`config.mk`:
```
export PLATFORM = sky130hd
export DESIGN_NAME = bank_cmd_arbiter
export DESIGN_NICKNAME = d
export VERILOG_FILES = /design/src/rtl/bank_cmd_arbiter.sv
export SDC_FILE = /design/constraint.sdc
export NUM_CORES = 1
export LEC_CHECK = 0
export CORE_ASPECT_RATIO = 1.5
export CORE_MARGIN = 3
export CORE_UTILIZATION = 44
export DETAILED_ROUTE_END_ITERATION = 16
export DONT_BUFFER_PORTS = 1
export GPL_ROUTABILITY_DRIVEN = 0
export HOLD_SLACK_MARGIN = 0.08
export PLACE_DENSITY_LB_ADDON = 0.12
export SLEW_MARGIN = 0
export SYNTH_ARGS = -nofsm -noshare
export SYNTH_HDL_FRONTEND = slang
export SYNTH_HIERARCHICAL = 1
export SYNTH_SLANG_ARGS = --single-unit
export TNS_END_PERCENT = 30
```
`constraint.sdc`:
```
create_clock -name sys_clk -period 8.7 [get_ports sys_clk]
set_clock_uncertainty 0.2 [all_clocks]
set_input_delay 1.305 -clock sys_clk [delete_from_list [all_inputs] [get_ports sys_clk]]
set_output_delay 1.305 -clock sys_clk [all_outputs]
set_load 0.005 [all_outputs]
```
`src/rtl/bank_cmd_arbiter.sv`:
```
// Round-robin arbiter from NBANKS bank machines onto a single registered PHY
// command slot, enforcing the inter-bank tRRD / tCCD / tWTR spacing.

module bank_cmd_elig #(
  parameter int TW = 3
) (
  input  logic          enable_i,
  input  logic          valid_i,
  input  logic          is_cmd_i,
  input  logic          ras_i,
  input  logic          cas_i,
  input  logic          we_i,
  input  logic          is_read_i,
  input  logic          is_write_i,
  input  logic [TW-1:0] trrd_i,
  input  logic [TW-1:0] tccd_i,
  input  logic [TW-1:0] twtr_i,
  output logic          is_act_o,
  output logic          is_cas_o,
  output logic          elig_o
);
  assign is_act_o = is_cmd_i & ras_i & ~cas_i & ~we_i;
  assign is_cas_o = cas_i & (is_read_i | is_write_i);
  assign elig_o   = enable_i & valid_i
                  & ~(is_act_o  & (trrd_i != '0))
                  & ~(is_cas_o  & (tccd_i != '0))
                  & ~(is_read_i & (twtr_i != '0));
endmodule

module bank_cmd_arbiter #(
  parameter int NBANKS = 8,
  parameter int BABITS = 3,
  parameter int ABITS  = 14,
  parameter int TRRD   = 2,
  parameter int TCCD   = 1,
  parameter int TWTR   = 4
) (
  input  logic                    sys_clk,
  input  logic                    sys_rst_n,
  input  logic                    enable,
  input  logic [NBANKS-1:0]       bm_valid,
  output logic [NBANKS-1:0]       bm_ready,
  input  logic [NBANKS*ABITS-1:0] bm_a,
  input  logic [NBANKS-1:0]       bm_cas,
  input  logic [NBANKS-1:0]       bm_ras,
  input  logic [NBANKS-1:0]       bm_we,
  input  logic [NBANKS-1:0]       bm_is_cmd,
  input  logic [NBANKS-1:0]       bm_is_read,
  input  logic [NBANKS-1:0]       bm_is_write,
  output logic                    out_valid,
  output logic [ABITS-1:0]        out_a,
  output logic [BABITS-1:0]       out_ba,
  output logic                    out_cas,
  output logic                    out_ras,
  output logic                    out_we,
  output logic                    out_is_read,
  output logic                    out_is_write
);
  localparam int TMAX = (TRRD > TCCD) ? ((TRRD > TWTR) ? TRRD : TWTR)
                                      : ((TCCD > TWTR) ? TCCD : TWTR);
  localparam int TW = (TMAX > 8) ? $clog2(TMAX) : 3;
  localparam logic [TW-1:0] TRRD_LD = (TRRD > 1) ? TW'(TRRD - 1) : '0;
  localparam logic [TW-1:0] TCCD_LD = (TCCD > 1) ? TW'(TCCD - 1) : '0;
  localparam logic [TW-1:0] TWTR_LD = (TWTR > 1) ? TW'(TWTR - 1) : '0;

  logic [TW-1:0]     trrd_q, trrd_d, tccd_q, tccd_d, twtr_q, twtr_d;
  logic [BABITS-1:0] last_q, last_d;
  logic [NBANKS-1:0] elig, is_act, is_cas;

  logic              gnt;
  logic [BABITS-1:0] gnt_idx;

  logic              out_valid_q, out_cas_q, out_ras_q, out_we_q;
  logic              out_is_read_q, out_is_write_q;
  logic [ABITS-1:0]  out_a_q;
  logic [BABITS-1:0] out_ba_q;

  for (genvar i = 0; i < NBANKS; i++) begin : g_bank
    bank_cmd_elig #(.TW(TW)) u_elig (
      .enable_i   (enable),
      .valid_i    (bm_valid[i]),
      .is_cmd_i   (bm_is_cmd[i]),
      .ras_i      (bm_ras[i]),
      .cas_i      (bm_cas[i]),
      .we_i       (bm_we[i]),
      .is_read_i  (bm_is_read[i]),
      .is_write_i (bm_is_write[i]),
      .trrd_i     (trrd_q),
      .tccd_i     (tccd_q),
      .twtr_i     (twtr_q),
      .is_act_o   (is_act[i]),
      .is_cas_o   (is_cas[i]),
      .elig_o     (elig[i])
    );
  end

  // Scan last+1 .. last+NBANKS; BABITS-wide addition wraps since NBANKS is 2^BABITS.
  always_comb begin
    logic [BABITS-1:0] idx;
    idx      = '0;
    gnt      = 1'b0;
    gnt_idx  = '0;
    bm_ready = '0;
    for (int k = 1; k <= NBANKS; k++) begin
      idx = last_q + BABITS'(k);
      if (!gnt && elig[idx]) begin
        gnt     = 1'b1;
        gnt_idx = idx;
      end
    end
    if (gnt) bm_ready[gnt_idx] = 1'b1;
  end

  always_comb begin
    last_d = gnt ? gnt_idx : last_q;
    trrd_d = (trrd_q != '0) ? trrd_q - 1'b1 : '0;
    tccd_d = (tccd_q != '0) ? tccd_q - 1'b1 : '0;
    twtr_d = (twtr_q != '0) ? twtr_q - 1'b1 : '0;
    if (gnt && is_act[gnt_idx])         trrd_d = TRRD_LD;
    if (gnt && is_cas[gnt_idx])         tccd_d = TCCD_LD;
    if (gnt && bm_is_write[gnt_idx])    twtr_d = TWTR_LD;
  end

  always_ff @(posedge sys_clk or negedge sys_rst_n) begin
    if (!sys_rst_n) begin
      last_q         <= BABITS'(NBANKS - 1);
      trrd_q         <= '0;
      tccd_q         <= '0;
      twtr_q         <= '0;
      out_valid_q    <= 1'b0;
      out_a_q        <= '0;
      out_ba_q       <= '0;
      out_cas_q      <= 1'b0;
      out_ras_q      <= 1'b0;
      out_we_q       <= 1'b0;
      out_is_read_q  <= 1'b0;
      out_is_write_q <= 1'b0;
    end else begin
      last_q         <= last_d;
      trrd_q         <= trrd_d;
      tccd_q         <= tccd_d;
      twtr_q         <= twtr_d;
      // Idle cycles drive zeros so the PHY never sees stale command bits.
      out_valid_q    <= gnt;
      out_a_q        <= gnt ? bm_a[gnt_idx*ABITS +: ABITS] : '0;
      out_ba_q       <= gnt ? gnt_idx : '0;
      out_cas_q      <= gnt & bm_cas[gnt_idx];
      out_ras_q      <= gnt & bm_ras[gnt_idx];
      out_we_q       <= gnt & bm_we[gnt_idx];
      out_is_read_q  <= gnt & bm_is_read[gnt_idx];
      out_is_write_q <= gnt & bm_is_write[gnt_idx];
    end
  end

  assign out_valid    = out_valid_q;
  assign out_a        = out_a_q;
  assign out_ba       = out_ba_q;
  assign out_cas      = out_cas_q;
  assign out_ras      = out_ras_q;
  assign out_we       = out_we_q;
  assign out_is_read  = out_is_read_q;
  assign out_is_write = out_is_write_q;
endmodule

```
==> parameters.txt <==
Parameter                              Value

CTS
  Gates resized, CTS repair ... 0
  Total CTS buffers ... 5
  Clock transition time at the flip-flop clock pins of the worst setup and hold paths ... 0.06 ns
  Quantity of hold-fixing buffers added after cts ... 0
  Post-CTS setup buffers ... 0
  CTS Sinks ... 35
  Root Buffer ... clkbuf_16
  TritonCTS clock tree ... done
  Number of buffers between clock root and the deepest sink ... 2
  CTS H-Tree Depth ... 2
  Clock latency on the worst-skew pair ... 0.29 ns

Synth
  Post-synthesis sequential area ratio ... 0.214
  Yosys cell types ... 71
  EDFF count, synth ... 0
  Combined area of all synthesized cells ... 4100 um2
  Synth warnings ... 6
  Number of synthesized register bits ... 35
  Share of the synthesized area in the top cell type ... 0.195
  Average footprint of a synthesized cell ... 8.32 um2
  Number of nets in the synthesized netlist ... 666
  Yosys top cell by area ... dfrtp_1
  Leading cell types by total area after synthesis ... dfrtp_1 20%, nand2_1 8.8%, mux2_2 5.5%
  Most used flip-flop cell after synthesis ... dfrtp_1
  Share of synthesized registers carrying an async set or reset ... 1.00
  Synthesized instance count ... 493

Global routing
  Number of global-route vias before repair ... 4083
  Remaining Overflow, GRT ... 0
  Number of antenna violations at the first check in global routing ... 0
  Wire length of the first global-routing pass ... 23.8 mm
  Total Routing Usage GR ... 0.291
  Pin count of the biggest net entering global routing ... 48

Layout
  Ratio of cells with drive above 1 in the final layout ... 0.168
  Net total in the final layout ... 642
  Number of filler instances in the final layout ... 881
  Area of combinational cells with multiple inputs ... 3000 um2
  Post-route design area ... 4250 um2
  Sequential cell area in the final layout ... 880 um2
  P&R area growth vs syn ... 3.57%
  Most frequent cells in the layout ... 96 x nand2_1, 32 x dfrtp_1, 24 x or3_1
  Antenna diode instance count ... 0
  Most common cell after layout, fill and taps aside ... nand2_1

Critical path
  CP Class ... in2out
  Category of the worst setup path capture point ... output pin
  Crit path arrival time ... 4.98 ns
  Worst-case reg-to-reg path depth ... 13
  Worst flop-to-flop path startpoint ... last_q[1]
  Worst reg2reg path endpoint ... out_a[6]
  Slowest cell on crit path ... nor2_4
  Critical path cell sequence ... o21a_1 -> a22o_1 -> a211oi_2 -> mux2i_1 -> mux2_1 -> a211oi_2 -> nor3b_2 -> a31o_2 -> nor2_4 -> nand2_1 -> nor2_1
  Setup slack, reg-to-reg ... 2.93 ns
  Count of buffering cells on the critical path with inverters included ... 0
  Worst Setup SP ... bm_is_write[2]
  Delay contributed by the slowest stage of the critical path ... 0.68 ns
  Worst path required time ... 7.19 ns
  Critical Path Most Common Cell ... a211oi_2
  Critical path peak fanout ... 36
  Top delay family on crit path ... simple AND/OR/NAND/NOR gates
  Kind of start point of the critical path ... input pin

Place
  Placement Setup Slack ... 2.30 ns
  Post-place instance area ... 4080 um2
  PortBufs ... 0
  Half-perimeter wire length after detailed placement ... 12.3 mm

Hold path
  Hold path startpoint ... trrd_q[2]
  Hold Crit Class ... reg2reg
  Hold worst-path end ... trrd_q[1]
  Hold Crit Depth ... 2

STA
  Sum of negative setup slack ... 0 ns
  Final count of hold timing violations ... 0
  Tightest slew margin relative to the limit ... 0.244
  WHS ... 0.465 ns
  Maximum clock frequency ... 154 MHz
  Count of endpoints failing setup in the final report ... 0
  Final critical-path share of the clock period ... 0.745
  Slew at the pin closest to its max-slew limit ... 1.13 ns
  Setup repair after global routing missed its margin ... false
  Worst Slack Setup Final ... 2.22 ns
  Pins Over Slew Limit ... 0
  Final period demand of the worst path ... 6.48 ns

Detailed routing
  Detailed Route Iter0 Violations ... 410
  Routed wire per std cell ... 27.2 um
  Number of iterations in the first detailed-routing pass ... 5
  DR DRC count ... 0
  Detailed-route vias per instance ... 7.18
  Number of antenna-violating nets in the routed design ... 0
  Final Routed Wirelength ... 15.8 mm
  Total via count in the routed design ... 4167

Flow run
  Number of max-cap violations ... 0

Floorplanning
  Die X ... 84.9 um
  Core area ... 8930 um2
  Initial Utilization ... 0.459
  Die Y-Extent ... 124 um
  Total Die Area ... 10500 um2
  Row Count ... 42
  Boundary pin count ... 202

Status
  Outcome ... completed
-- registers in the layout (all words and copies together) (netlist names) --
register,count
out_is_write,1
out_is_read,1
twtr_q,3
out_valid,1
out_ba,3
out_a,14
tccd_q,3
out_cas,1
out_we,1
last_q,3
out_ras,1
trrd_q,3
-- stage by stage --
step	utilization	std cells
after floorplan	-	493
after global placement	0.457	572
after detailed placement	0.457	572
after CTS	0.476	580
after global routing	0.476	580
final	0.476	580
-- final cells by class --
| cell class | count | share of cell area |
|---|---|---|
| Multi-Input combinational cell | 412 | 0.705 |
| Clock inverter | 3 | 0.0103 |
| Sequential cell | 35 | 0.207 |
| Timing Repair Buffer | 3 | 0.00530 |
| Inverter | 12 | 0.0109 |
| Clock buffer | 5 | 0.0294 |
| Tap cell | 110 | 0.0324 |
-- how the worst max path moves through the flow --
| stage | endpoint | slack, ns | depth (start not counted) |
|---|---|---|---|
| finish | bm_ready[0] | 2.22 | 11 |
| detailed placement | bm_ready[0] | 2.30 | 11 |
| floorplan | bm_ready[4] | 3.22 | 12 |
| global placement | bm_ready[0] | 2.43 | 11 |
| global route | bm_ready[0] | 2.03 | 11 |
| CTS | bm_ready[0] | 2.29 | 11 |
-- cell usage after synthesis (all sizes together), types with 3 or more instances --
| cell type | number |
|---|---|
| nor3b | 3 |
| inv | 11 |
| and2 | 3 |
| nand3 | 8 |
| buf | 22 |
| nand3b | 5 |
| o2111ai | 3 |
| dfrtp | 32 |
| nor2b | 3 |
| a211oi | 32 |
| o21a | 12 |
| a22o | 9 |
| a2111oi | 3 |
| o22ai | 8 |
| nor2 | 16 |
| or3 | 24 |
| dfstp | 3 |
| a21oi | 16 |
| and3 | 22 |
| o21ai | 13 |
| mux2i | 13 |
| mux4 | 8 |
| nor3 | 21 |
| mux2 | 23 |
| clkbuf | 12 |
| nand2 | 97 |
| a311o | 22 |
| a31oi | 5 |
| a32o | 7 |
-- worst min-delay path: cells and delay by family, from the launching register on --
family | cells | cell delay, ns
AO/OA/AOI/OAI | 1 | 0.05
flip-flops | 1 | 0.48
AND/OR/NAND/NOR | 1 | 0.09
-- kinds of logic after synthesis --
| logic type | after synthesis | share of synthesized area |
|---|---|---|
| compound gates | 153 | 0.306 |
| xor+xnor | 4 | 0.00854 |
| fa+ha+maj | 2 | 0.00610 |
| buf+inv | 46 | 0.0610 |
| flops | 35 | 0.214 |
| mux | 44 | 0.141 |
| simple gates | 209 | 0.263 |
-- routing by layer --
metal	track usage	wire length (um)
met3	0.0702	1370
met4	0.142	794
met1	0.334	5620
met2	0.498	8020
met5	0	0
Power is not shown: default switching activity piles up to over one toggle a cycle in this logic, so the estimate is an artifact.
